File: src/rtl/mpu_phase_sequencer.sv
// MPU instruction-cycle sequencer: fetches opcode/operands, strobes EXEC/WB, owns the PC, handles HALT.
// Latency 4 cycles (no operands) to 7 cycles (three); a fetch phase stalls until mem_valid_i.
module mpu_phase_sequencer #(
    parameter int PC_WIDTH    = 12,
    parameter int INSTR_WIDTH = 8
) (
    input  logic                   clk,
    input  logic                   rst,
    input  logic                   halt_i,
    output logic                   mem_req_o,
    input  logic                   mem_valid_i,
    input  logic [INSTR_WIDTH-1:0] mem_data_i,
    output logic [PC_WIDTH-1:0]    pc_o,
    output logic [2:0]             phase_o,
    output logic [INSTR_WIDTH-1:0] instr_o,
    output logic [INSTR_WIDTH-1:0] operand_o,
    output logic                   operand_we_o,
    output logic [1:0]             operand_idx_o,
    output logic                   exec_en_o,
    output logic                   wb_en_o,
    input  logic                   branch_take_i,
    input  logic [PC_WIDTH-1:0]    branch_target_i,
    output logic                   halted_o
);

    typedef enum logic [2:0] {
        PH_IF     = 3'b000,
        PH_DEC    = 3'b001,
        PH_OP3    = 3'b010,
        PH_OP2    = 3'b011,
        PH_OP1    = 3'b100,
        PH_EXEC   = 3'b101,
        PH_WB     = 3'b110,
        PH_HALTED = 3'b111
    } phase_t;

    phase_t                 phase_q, phase_d;
    phase_t                 saved_q, saved_d;
    phase_t                 succ;
    logic [PC_WIDTH-1:0]    pc_q, pc_d;
    logic [INSTR_WIDTH-1:0] instr_q, instr_d;
    logic [INSTR_WIDTH-1:0] operand_q, operand_d;
    logic [1:0]             idx_q, idx_d;
    logic                   we_q, we_d;
    logic                   req_q, exec_q, wb_q, halted_q;
    logic                   fetch_phase;

    always_comb begin
        phase_d     = phase_q;
        saved_d     = saved_q;
        pc_d        = pc_q;
        instr_d     = instr_q;
        operand_d   = operand_q;
        idx_d       = idx_q;
        we_d        = 1'b0;
        succ        = PH_IF;
        fetch_phase = 1'b0;
        case (phase_q)
            PH_IF: begin
                fetch_phase = 1'b1;
                succ        = PH_DEC;
                if (mem_valid_i) begin
                    instr_d = mem_data_i;
                    pc_d    = pc_q + PC_WIDTH'(1);
                end
            end
            PH_DEC: begin
                case (instr_q[INSTR_WIDTH-1 -: 2])
                    2'b11:   succ = PH_OP3;
                    2'b10:   succ = PH_OP2;
                    2'b01:   succ = PH_OP1;
                    default: succ = PH_EXEC;
                endcase
            end
            PH_OP3, PH_OP2, PH_OP1: begin
                fetch_phase = 1'b1;
                succ = (phase_q == PH_OP3) ? PH_OP2 : (phase_q == PH_OP2) ? PH_OP1 : PH_EXEC;
                if (mem_valid_i) begin
                    operand_d = mem_data_i;
                    we_d      = 1'b1;
                    idx_d     = (phase_q == PH_OP3) ? 2'd3 : (phase_q == PH_OP2) ? 2'd2 : 2'd1;
                    pc_d      = pc_q + PC_WIDTH'(1);
                end
            end
            PH_EXEC: succ = PH_WB;
            PH_WB: begin
                succ = PH_IF;
                if (branch_take_i) pc_d = branch_target_i;
            end
            default: succ = PH_IF;
        endcase

        if (phase_q == PH_HALTED) begin
            // A corrupt saved phase must never re-enter HALTED on release.
            if (!halt_i) phase_d = (saved_q == PH_HALTED) ? PH_IF : saved_q;
        end else if (fetch_phase && !mem_valid_i) begin
            if (halt_i) begin
                saved_d = phase_q;
                phase_d = PH_HALTED;
            end
        end else if (halt_i) begin
            saved_d = succ;
            phase_d = PH_HALTED;
        end else begin
            phase_d = succ;
        end
    end

    always_ff @(posedge clk) begin
        if (rst) begin
            phase_q   <= PH_IF;
            saved_q   <= PH_IF;
            pc_q      <= '0;
            instr_q   <= '0;
            operand_q <= '0;
            idx_q     <= 2'd0;
            we_q      <= 1'b0;
            req_q     <= 1'b1;
            exec_q    <= 1'b0;
            wb_q      <= 1'b0;
            halted_q  <= 1'b0;
        end else begin
            phase_q   <= phase_d;
            saved_q   <= saved_d;
            pc_q      <= pc_d;
            instr_q   <= instr_d;
            operand_q <= operand_d;
            idx_q     <= idx_d;
            we_q      <= we_d;
            req_q     <= (phase_d == PH_IF) || (phase_d == PH_OP3) ||
                         (phase_d == PH_OP2) || (phase_d == PH_OP1);
            exec_q    <= (phase_d == PH_EXEC);
            wb_q      <= (phase_d == PH_WB);
            halted_q  <= (phase_d == PH_HALTED);
        end
    end

    assign mem_req_o     = req_q;
    assign pc_o          = pc_q;
    assign phase_o       = phase_q;
    assign instr_o       = instr_q;
    assign operand_o     = operand_q;
    assign operand_we_o  = we_q;
    assign operand_idx_o = idx_q;
    assign exec_en_o     = exec_q;
    assign wb_en_o       = wb_q;
    assign halted_o      = halted_q;

endmodule
File: config.mk
export PLATFORM = sky130hd
export DESIGN_NAME = mpu_phase_sequencer
export DESIGN_NICKNAME = d
export VERILOG_FILES = /design/src/rtl/mpu_phase_sequencer.sv
export SDC_FILE = /design/constraint.sdc
export NUM_CORES = 1
export LEC_CHECK = 0
export CAP_MARGIN = 20
export CORE_MARGIN = 2
export CORE_UTILIZATION = 41
export CTS_CLUSTER_DIAMETER = 100
export DETAILED_ROUTE_END_ITERATION = 10
export PLACE_DENSITY = 0.76
export SYNTH_ARGS = -nofsm -noshare
export SYNTH_HDL_FRONTEND = slang
export SYNTH_SLANG_ARGS = --single-unit
File: constraint.sdc
create_clock -name clk -period 1.6 [get_ports clk]
set_clock_uncertainty 0.2 [all_clocks]
set_input_delay 0.16 -clock clk [delete_from_list [all_inputs] [get_ports clk]]
set_output_delay 0.16 -clock clk [all_outputs]
set_load 0.02 [all_outputs]
=== After elaboration in Yosys (flattened, before gate mapping) ===
Cells that the tools add are included.

* Bits in registers: 41
* Latch bits: 0
* Memory bits (writable): 0
* Bits in read-only memories: 0
* Output and inout bits: 38
* Logic and storage cells: 68
* Memories kept: 0

* $add $sub $neg: 1
* $mul: 0
* Div/mod/pow operators: 0
* Magnitude comparators: 0
* Equal/unequal tests: 19
* Shift operators: 0
* Muxes and demuxes: 20
* Bitwise operators: 2
* Reductions and logical operators: 15

{| class="wikitable"
|+ Operators with widths
! cell !! number
|-
| 2-to-1 mux 3 bit || 10
|-
| equality test 3 bit (second input constant) || 9
|-
| 2-to-1 mux 12 bit || 2
|-
| one-hot mux 12 bit (2 select lines) || 1
|-
| adder 12 x 1 -> 12 bit (second input constant) || 1
|-
| equality test 3 x 2 -> 1 bit (second input constant) || 4
|-
| one-hot mux 3 bit (4 select lines) || 1
|-
| one-hot mux 3 bit (3 select lines) || 1
|-
| logical NOT 3 bit || 2
|-
| AND reduction 2 bit || 3
|-
| equality test 2 bit (second input constant) || 2
|-
| 2-to-1 mux 2 bit || 2
|-
| OR reduction 4 bit || 1
|-
| equality test 3 x 1 -> 1 bit (second input constant) || 1
|-
| logical OR 1 bit || 3
|-
| 2-to-1 mux 1 bit || 3
|-
| AND reduction 3 bit || 1
|-
| OR reduction 3 bit || 1
|-
| equality test 2 x 1 -> 1 bit (second input constant) || 1
|-
| != test 2 x 1 -> 1 bit (second input constant) || 1
|-
| != test 2 bit (second input constant) || 1
|-
| inverter 1 bit || 2
|-
| nonzero test 2 bit || 1
|-
| OR reduction 2 bit || 1
|-
| other kinds (2) || 2
|}

=== Depth between registers and ports, before layout ===
Gate-level depths: netlist of the first run.

* Word-level depth: 11
* Mapped depth: 8
* Depth with buffers taken out: 6

=== Worst setup path after synthesis of the first run ===
No wires, ideal clock.

* Path kind: register to register
* From: reg phase_q[0], in the netlist phase_o[0]
* To: reg req_q, in the netlist mem_req_o
* Arrival time: 1522 ps
* Slack: -242 ps
* Stages on the path, launching flop included: 7
* Buffers on the path: 1
* Cell sequence: dfxtp_1 buf_2 inv_1 or3_1 a21oi_1 nor4_2 o31a_1

* Longest elaborated chain between the ends: 11

{| class="wikitable"
|+ Ends and longest elaborated chain
! element !! RTL line !! source
|-
| from (decl) || 37 || <nowiki>phase_t phase_q, phase_d;</nowiki>
|-
| from (signal assigned) || 123 || <nowiki>phase_q <= phase_d;</nowiki>
|-
| equality test 3 x 2 -> 1 bit || 58, 77 ||
|-
| 2-to-1 mux 1 bit || 77 || <nowiki>succ = (phase_q == PH_OP3) ? PH_OP2 : (phase_q == PH_OP2) ? PH_OP1 : PH_EXEC;</nowiki>
|-
| 2-to-1 mux 3 bit || 77 ||
|-
| one-hot mux 3 bit (4 select lines) || 58 || <nowiki>case (phase_q)</nowiki>
|-
| 2-to-1 mux 3 bit || 101 || <nowiki>end else if (halt_i) begin</nowiki>
|-
| 2-to-1 mux 3 bit || 96 || <nowiki>end else if (fetch_phase && !mem_valid_i) begin</nowiki>
|-
| 2-to-1 mux 3 bit * || 93 || <nowiki>if (phase_q == PH_HALTED) begin</nowiki>
|-
| equality test 3 x 2 -> 1 bit or logical NOT 3 bit (tied branches) || 130 || <nowiki>req_q <= (phase_d == PH_IF) || (phase_d == PH_OP3) ||</nowiki>
|-
| logical OR 1 bit (2 in series) || 130 ||
|-
| logical OR 1 bit * || 131 || <nowiki>(phase_d == PH_OP2) || (phase_d == PH_OP1);</nowiki>
|-
| to (signal assigned) || 130 ||
|-
| to (decl) || 45 || <nowiki>logic req_q, exec_q, wb_q, halted_q;</nowiki>
|}

Mark *: on every way between the ends. The rest lies on a longest branch, timed or not.
A chain may end at the register's enable or synchronous reset.

=== Worst setup path after layout of the first run ===
Ends and elaborated chain as after synthesis.

==> flow_metrics.tcl, run 1 <==
set metrics [dict create \
    outcome "complete, but fails checks" \
    violations "setup timing" \
    fill_cells 335 \
    min_period_over_period_pct 104 \
    fmax_mhz 600 \
    worst_pin_slew_ps 325 \
    drc 0 \
    numClockSinks 41 \
    groute.usage.overall_pct 21.2 \
    start_util_pct 43.1 \
    criticalPathCategory "reg2reg" \
    setup_violations 10 \
    ys_ff_latch 41 \
    crit_arrival_ps 1650 \
    syn_nets 260 \
    clock_tree.buffer_depth 2 \
    syn2layout_area_growth_pct 63.2 \
    syn_inst 234 \
    fin_nets 348 \
    port_buffers 62 \
    critPathCaptureType "register" \
    ir_worst_vdd_uv 657 \
    clock_latency_ps 290 \
    synth_edf_count 0 \
    layout-drive-gt1-share_pct 26.9 \
    drtPass1Iterations 4 \
    seq_area_frac_synth_pct 43.2 \
    hpwl_mm 3.66 \
    place_congestion 0.836 \
    period_needed_ps 1670 \
    synth.largest_area_cell "dfxtp_1" \
    core_um2 4410 \
    avgViaCountPerCell 5.40 \
    rows 24 \
    critPathMaxStageDelay_ps 390 \
    async_flop_share_pct 0 \
    yosysTopAreaCellShare_pct 43.2 \
    hold_slack_ps 245 \
    p_total_mw 2.62 \
    grt_pass1_vias 1883 \
    power_density_nw_per_um2 844 \
    routed_wl_mm 5.67 \
    ys_top_cells_by_area "dfxtp_1 43%, nand2_1 8.1%, a21oi_1 6.3%" \
    vias 2025 \
    die_w_um 72.1 \
    setup_slack_ps -65.4 \
    ys.flop_type "dfxtp_1" \
    cts_tree "done" \
    antenna_found_initial 0 \
    grt_pass1_wl_mm 8.69 \
    io_pins 63 \
    worstPathCellList "buf_6 > nand2_1 > o2bb2ai_2 > a311o_1 > o31a_1" \
    first_iter_violations 144 \
    fp.dieArea_um2 5200 \
    drtAntennaViolNets 0 \
    p_leak_nw 1.41 \
    grt_max_degree 25 \
    antenna_cells 0 \
    yosys_warnings 0 \
    htreeDepth 2 \
    cts_made_buffers 5 \
    crit_slowest_cell "dfxtp_4" \
    netlist_area_um2 1900 \
    die_h_um 72.1 \
    critPathRequiredTime_ps 1590 \
    hold_violations 0 \
    grt-ovfl-total 0 \
    cap_violations 0 \
    path_max_fanout 8 \
    cts-root-buf "clkbuf_8" \
    maxSlewViolCount 0 \
    startpoint_type "register" \
    dp_slack_ps -409 \
    clk_pin_slew_ps 80 \
    slew_headroom_pct 78.2 \
    wl_per_cell_um 15.1 \
    postCtsHoldBufs 0 \
    rsz0062_at_grt "true" \
    yosysUniqueCellTypes 41 \
    hp-class "in2reg" \
    postSynthAreaPerCell_um2 8.13 \
    final.setup.tns_ps -256 \
]
-- layout make-up --
type / instances / area [um2] / area share (%)
Tap cell: 52 / 65.1 / 2.10
Clock buffer: 6 / 72.6 / 2.34
Multi-Input combinational cell: 176 / 1190 / 38.3
Inverter: 2 / 7.51 / 0.242
Sequential cell: 41 / 838 / 27.0
Clock inverter: 2 / 38.8 / 1.25
Timing Repair Buffer: 96 / 893 / 28.8
-- flip-flops by register name (all words and copies together) (netlist names) --
name           count
pc_o              12
mem_req_o          1
wb_en_o            1
operand_o          8
instr_o            8
exec_en_o          1
halted_o           1
saved_q            3
phase_o            3
operand_idx_o      2
operand_we_o       1
-- logic make-up after synthesis --
| kind of cell | Yosys count | share of synthesized area (%) |
|---|---|---|
| multiplexers | 9 | 4.74 |
| AO/OA/AOI/OAI | 64 | 20.0 |
| buffers and inverters | 17 | 4.74 |
| flip-flops | 41 | 43.2 |
| AND/OR/NAND/NOR | 102 | 26.7 |
| adder cells (fa/ha/maj) | 1 | 0.658 |
-- where the power goes --
part / leakage (nW) / switching, mW / internal, mW / total (mW)
Sequential: 0.338 / 0.0560 / 1.08 / 1.14
Clock: 0.0554 / 0.360 / 0.468 / 0.828
Combinational: 1.02 / 0.326 / 0.328 / 0.654
-- layout by cell type (no fill, tap or decap), types with 3 or more instances in the layout --
master / instances
nor2b_1: 4
nand3_1: 5
dfxtp_4: 4
nand2_2: 3
mux2i_1: 8
a21oi_2: 4
dfxtp_1: 35
buf_6: 4
o21ai_0: 4
o22ai_1: 3
a21oi_1: 19
clkbuf_8: 5
clkdlybuf4s50_1: 23
nand2_1: 38
dlygate4sd2_1: 32
buf_4: 28
a211oi_2: 4
dlymetal6s2s_1: 7
a31oi_1: 4
o21ai_2: 7
and3_1: 4
o21ai_1: 5
nor2_1: 21
-- path summary, 6_finish.rpt --
| kind | start | endpoint | slack [ps] | cells after the start |
|---|---|---|---|---|
| setup / recovery | phase_o[0] | mem_req_o | -70 | 5 |
| hold / removal | mem_data_i[5] | instr_o[5] | 240 | 3 |
| setup reg to reg | phase_o[0] | mem_req_o | -70 | 5 |
| hold reg to reg | instr_o[0] | instr_o[0] | 240 | 2 |
-- metrics by stage --
step                      instances  utilization, %  instance area [um2]
after global placement          359            62.5                 2760
after floorplan                 234               -                 1940
after detailed placement        359            62.5                 2760
final                           375            70.3                 3100
after CTS                       371            65.8                 2910
after global routing            375            70.3                 3100
-- layer usage --
layer	vias to the layer above	track usage, %	routed length [um]
met5	-	0	0
li1	1005	-	-
met4	0	5.66	55
met1	942	25.1	2380
met3	4	7.22	402
met2	74	36.6	2830
-- worst max-delay path: cells and delay by family (launching register included) --
kind	cells	cell delay, ps
AO/OA/AOI/OAI	3	800
buffers and inverters	1	110
flip-flops	1	390
AND/OR/NAND/NOR	1	60
-- timing repair --
| action | 4_1_cts | 5_1_grt |
|---|---|---|
| resized for setup | 51 | 43 |
| setup buffers | 4 | 4 |
| pin swaps | 5 | 13 |
| setup endpoints to repair | 53 | 42 |
-- cell usage after synthesis, types with 5 or more instances --
cell type / n
a21oi_1: 24
nand2_1: 41
nor2_1: 22
nor2b_1: 6
a31oi_1: 5
a211oi_1: 6
and3_1: 5
nand3_1: 6
dfxtp_1: 41
mux2i_1: 9
clkbuf_1: 5
o21ai_0: 15
buf_2: 6
No activity file was read; power rests on OpenSTA's default activity.
==> inputs of run 2 (changes only) <==
--- a/config.mk
+++ b/config.mk
@@ -10,6 +10,7 @@
 export CORE_UTILIZATION = 41
 export CTS_CLUSTER_DIAMETER = 100
 export DETAILED_ROUTE_END_ITERATION = 10
+export MAX_ROUTING_LAYER = met4
 export PLACE_DENSITY = 0.76
 export SYNTH_ARGS = -nofsm -noshare
 export SYNTH_HDL_FRONTEND = slang
==> flow_metrics.tcl, run 2 (synthesis results as in run 1) <==
set metrics [dict create \
    outcome "complete, but fails checks" \
    violations "setup timing" \
    period_needed_ps 1730 \
    cts-root-buf "clkbuf_8" \
    hp-start "mem_valid_i" \
    die_w_um 72.1 \
    hold_violations 0 \
    final.setup.tns_ps -879 \
    cts_made_buffers 5 \
    rsz0062_at_grt "true" \
    die_h_um 72.1 \
    startpoint_type "register" \
    crit_arrival_ps 1700 \
    cap_violations 0 \
    r2r_start "phase_o[0]" \
    cp_num_buf_inv 1 \
    hold_path_depth 3 \
    setup_slack_ps -125 \
    dp_slack_ps -383 \
    port_buffers 62 \
    critPathMaxStageDelay_ps 390 \
    fin_util_pct 71.8 \
    avgViaCountPerCell 5.46 \
    critPathCaptureType "register" \
    clock_latency_ps 290 \
    r2r_slack_ps -130 \
    drtAntennaViolNets 0 \
    path_max_fanout 7 \
    place_area_um2 2780 \
    layout-drive-gt1-share_pct 28.4 \
    grt-ovfl-total 0 \
    postCtsHoldBufs 0 \
    slew_headroom_pct 77.9 \
    final_cell_mix "35 x dfxtp_1, 33 x nand2_1, 32 x buf_4, 30 x dlygate4sd2_1, 24 x clkdlybuf4s50_1" \
    drtPass1Iterations 4 \
    critPathRequiredTime_ps 1570 \
    worst_pin_slew_ps 328 \
    crit_family "compound AO/OA/AOI/OAI gates" \
    first_iter_violations 127 \
    clockPowerShare_pct 35.0 \
    criticalPathCategory "reg2reg" \
    layout_commonest_cell "dfxtp_1" \
    groute.usage.overall_pct 22.1 \
    setup_violations 25 \
    hpwl_mm 3.62 \
    htreeDepth 2 \
    cellInternalPower_mw 2.05 \
    core_um2 4410 \
    pwr-share-comb_pct 24.4 \
    drc 0 \
    rows 24 \
    grt_max_degree 22 \
    hp-class "in2reg" \
    min_period_over_period_pct 108 \
    p_seq_share_pct 40.6 \
    worstPathCellList "buf_4 > o21ai_1 > o2bb2ai_2 > a311o_1 > o31a_1" \
    ir_worst_vdd_uv 600 \
    numClockSinks 41 \
    fin_area_um2 3170 \
    start_util_pct 43.1 \
    wl_per_cell_um 15.2 \
    clock_tree.buffer_depth 2 \
    reg2regPathDepth 5 \
    grt_pass1_wl_mm 8.80 \
    fill_cells 348 \
    antenna_found_initial 0 \
    p_switching_mw 0.757 \
    power_density_nw_per_um2 885 \
    fp.dieArea_um2 5200 \
    largest_reg_flops 12 \
    io_pins 63 \
    fmax_mhz 580 \
    grt_pass1_vias 1975 \
    antenna_cells 0 \
    crit_slowest_cell "a311o_1" \
    r2r_end "mem_req_o" \
    clk_pin_slew_ps 80 \
    routed_wl_mm 5.79 \
    vias 2073 \
    place_congestion 0.838 \
    min_to "operand_idx_o[1]" \
    fin_nets 353 \
    switching_share_pct 27.0 \
    maxSlewViolCount 0 \
    syn2layout_area_growth_pct 66.6 \
    p_leak_nw 1.48 \
    cts_tree "done" \
]
[run 2: cell count changes in the layout (fill, tap and decap cells not counted), moves of 4 or more]
cell      before  now
a211oi_1       2    6
a211oi_2       4    0
a21oi_1       19   13
a21oi_2        4   11
buf_4         28   32
nand2_1       38   33
nand2_4        0    6
o21ai_0        4    9
o21ai_2        7    3
[run 2: worst min-delay path, cell delays in order]
cell and delay, ps:
dlygate4sd2_1 310, a21oi_1 170, a211oi_1 60
[run 2: worst max path at each step]
stage | from | end | depth (start not counted)
6_report | phase_o[0] | mem_req_o | 5
5_1_grt | phase_o[0] | pc_o[0] | 6
4_1_cts | phase_o[0] | pc_o[0] | 5
3_5_place_dp | mem_valid_i | pc_o[0] | 6
3_3_place_gp | mem_valid_i | mem_req_o | 5
2_1_floorplan | phase_o[0] | pc_o[0] | 6
[run 2: cell type report]
cell class / instances / area [um2] / share of cell area [%]
timing repair buffer: 100 / 945 / 29.8
clock buffer: 5 / 68.8 / 2.17
multi-input combinational: 177 / 1180 / 37.2
tap: 52 / 65.1 / 2.05
inverter: 2 / 7.51 / 0.237
clock inverter: 3 / 65.1 / 2.05
sequential: 41 / 838 / 26.5
[run 2: through the flow]
step           hold WS, ps  instances  power [mW]
2_1_floorplan         38.4        234        1.46
3_3_place_gp           243        360        1.74
3_5_place_dp           250        360        1.75
4_1_cts                231        368        2.72
5_1_grt                252        380        2.92
6_report               244        380        2.80
[run 2: timing repair]
action | CTS | global route
buffers inserted | 0 | 11
pin swaps | 1 | 25
resized for setup | 40 | 51
endpoints found under the setup margin | 47 | 36
gates cloned | 0 | 1
[run 2: layer usage]
metal  vias to the layer above  global-route usage (%)  share of wire [%]
met2                        66                    35.3                 50
met1                       982                    25.7                 43
met3                        10                    6.25                5.4
met4                         0                    10.3                2.1
li1                       1015                       -                  -
met5                         -                       -                  0
[run 2: power groups by stage]
stage          combinational, mW  sequential [mW]  clock (mW)
2_1_floorplan              0.238             1.22           0
3_3_place_gp               0.581             1.16           0
3_5_place_dp               0.590             1.16           0
4_1_cts                    0.578             1.14        1.00
5_1_grt                    0.729             1.15        1.04
6_report                   0.685             1.14       0.982
==> inputs of run 3 (changes only) <==
--- a/config.mk
+++ b/config.mk
@@ -7,11 +7,11 @@
 export LEC_CHECK = 0
 export CAP_MARGIN = 20
 export CORE_MARGIN = 2
-export CORE_UTILIZATION = 41
+export CORE_UTILIZATION = 45
 export CTS_CLUSTER_DIAMETER = 100
 export DETAILED_ROUTE_END_ITERATION = 10
 export MAX_ROUTING_LAYER = met4
-export PLACE_DENSITY = 0.76
+export PLACE_DENSITY = 0.79
 export SYNTH_ARGS = -nofsm -noshare
 export SYNTH_HDL_FRONTEND = slang
 export SYNTH_SLANG_ARGS = --single-unit
==> constraint.sdc (replaced) <==
create_clock -name clk -period 1.78 [get_ports clk]
set_clock_uncertainty 0.2 [all_clocks]
set_input_delay 0.178 -clock clk [delete_from_list [all_inputs] [get_ports clk]]
set_output_delay 0.178 -clock clk [all_outputs]
set_load 0.02 [all_outputs]
==> flow_metrics.tcl, run 3 (synthesis results as in run 1) <==
set metrics [dict create \
    r2r_slack_ps 60 \
    dp_slack_ps -247 \
    r2r_end "pc_o[0]" \
    critPathRequiredTime_ps 1800 \
    power_density_nw_per_um2 840 \
    criticalPathCategory "reg2reg" \
    maxSlewViolCount 0 \
    layout_commonest_cell "clkdlybuf4s50_1" \
    r2r_start "phase_o[1]" \
    hold_violations 0 \
    clock_latency_ps 290 \
    clock_tree.buffer_depth 2 \
    reg2regPathDepth 5 \
    hp-class "in2reg" \
    routed_wl_mm 5.05 \
    vias 1947 \
    fin_nets 338 \
    critPathCaptureType "register" \
    cts_tree "done" \
    hp-start "mem_valid_i" \
    core_um2 4030 \
    setup_slack_ps 56.7 \
    startpoint_type "register" \
    ir_worst_vdd_uv 650 \
    hold_slack_ps 156 \
    slew_headroom_pct 79.2 \
    fp.dieArea_um2 4760 \
    final.setup.tns_ps 0 \
    cts-root-buf "clkbuf_8" \
    grt_max_degree 24 \
    path_max_fanout 11 \
    io_pins 63 \
    cts_setup_buffers 0 \
    grt_pass1_vias 1907 \
    grt_pass1_wl_mm 8.50 \
    avgViaCountPerCell 5.36 \
    period_needed_ps 1720 \
    place_inst 355 \
    final_cells 363 \
    hpwl_mm 3.41 \
    worst_pin_slew_ps 312 \
    drc 0 \
    p_total_mw 2.43 \
    setup_violations 0 \
    min_to "operand_idx_o[1]" \
    drtAntennaViolNets 0 \
    cap_violations 0 \
    final_cell_mix "54 x clkdlybuf4s50_1, 41 x nand2_1, 35 x dfxtp_1, 23 x a21oi_1" \
    groute.usage.overall_pct 22.3 \
    first_iter_violations 139 \
    syn2layout_area_growth_pct 52.0 \
    crit_arrival_ps 1740 \
    drtPass1Iterations 4 \
    min_period_over_period_pct 96.8 \
    fmax_mhz 580 \
    start_util_pct 47.2 \
    largest_reg_flops 12 \
    antenna_found_initial 0 \
    htreeDepth 2 \
    layout-drive-gt1-share_pct 15.7 \
    outcome "finished, final reports clean" \
    place_congestion 0.833 \
    numClockSinks 41 \
    grt-ovfl-total 0 \
    rows 23 \
    cts_made_buffers 5 \
    port_buffers 62 \
    clk_pin_slew_ps 80 \
    p_leak_nw 1.19 \
    hold_path_depth 3 \
    die_w_um 69.0 \
    wl_per_cell_um 13.9 \
    die_h_um 69.0 \
    antenna_cells 0 \
]
## run 3: cell count changes in the layout (fill, tap and decap cells not counted), sizes merged
cell           change
dlygate4sd2       -27
and2               -1
dlymetal6s2s       -2
clkdlybuf4s50     +30
buf               -15
## run 3: what timing repair did
| item | 4_1_cts | 5_1_grt |
|---|---|---|
| resized for setup | 4 | 17 |
| endpoints found under the setup margin | 7 | 25 |
| pin swaps | 0 | 0 |
| hold buffers | 0 | 0 |
## run 3: layout make-up
class                      count  area (um2)
tap                           50        62.6
inverter                       2        7.51
sequential                    41         833
clock buffer                   5        68.8
timing repair buffer          86         835
fill                         329        1140
multi-input combinational    176        1020
clock inverter                 3        65.1
## run 3: critical path, stage by stage, from the launching register on
cell and delay (ps):
dfxtp_2 380, buf_4 160, or2_4 250, and2_4 150
or3_1 340, a31oi_1 160
## run 3: report_power, final
part	total, mW	internal, mW	switching (mW)	leakage, nW
Sequential	1.03	0.974	0.0521	0.337
Combinational	0.524	0.274	0.251	0.781
Clock	0.878	0.557	0.321	0.0681
Total	2.43	1.80	0.624	1.19
## run 3: metrics by stage
step,util (%),area [um2]
after CTS,70.6,2840
after global routing,71.8,2890
after global placement,67.3,2710
after floorplan,-,1910
after detailed placement,67.3,2710
final,71.8,2890
## run 3: metal layers
metal  global-route usage [%]  share of wire, %  up-vias
met5                        -                 0        -
met4                     9.59               1.8        0
met3                     6.58               6.4        9
met2                     35.0                47       66
met1                     26.4                44      892
li1                         -                 -      980
## run 3: worst max-delay path by stage
| stage | to | startpoint | cells after the start | slack [ps] |
|---|---|---|---|---|
| 6_report | pc_o[0] | phase_o[1] | 5 | 60 |
| 5_1_grt | mem_req_o | phase_o[2] | 4 | -20 |
| 4_1_cts | pc_o[0] | mem_valid_i | 6 | 6 |
| 3_5_place_dp | pc_o[0] | mem_valid_i | 6 | -250 |
| 3_3_place_gp | pc_o[0] | mem_valid_i | 6 | -200 |
| 2_1_floorplan | mem_req_o | phase_o[0] | 6 | 30 |
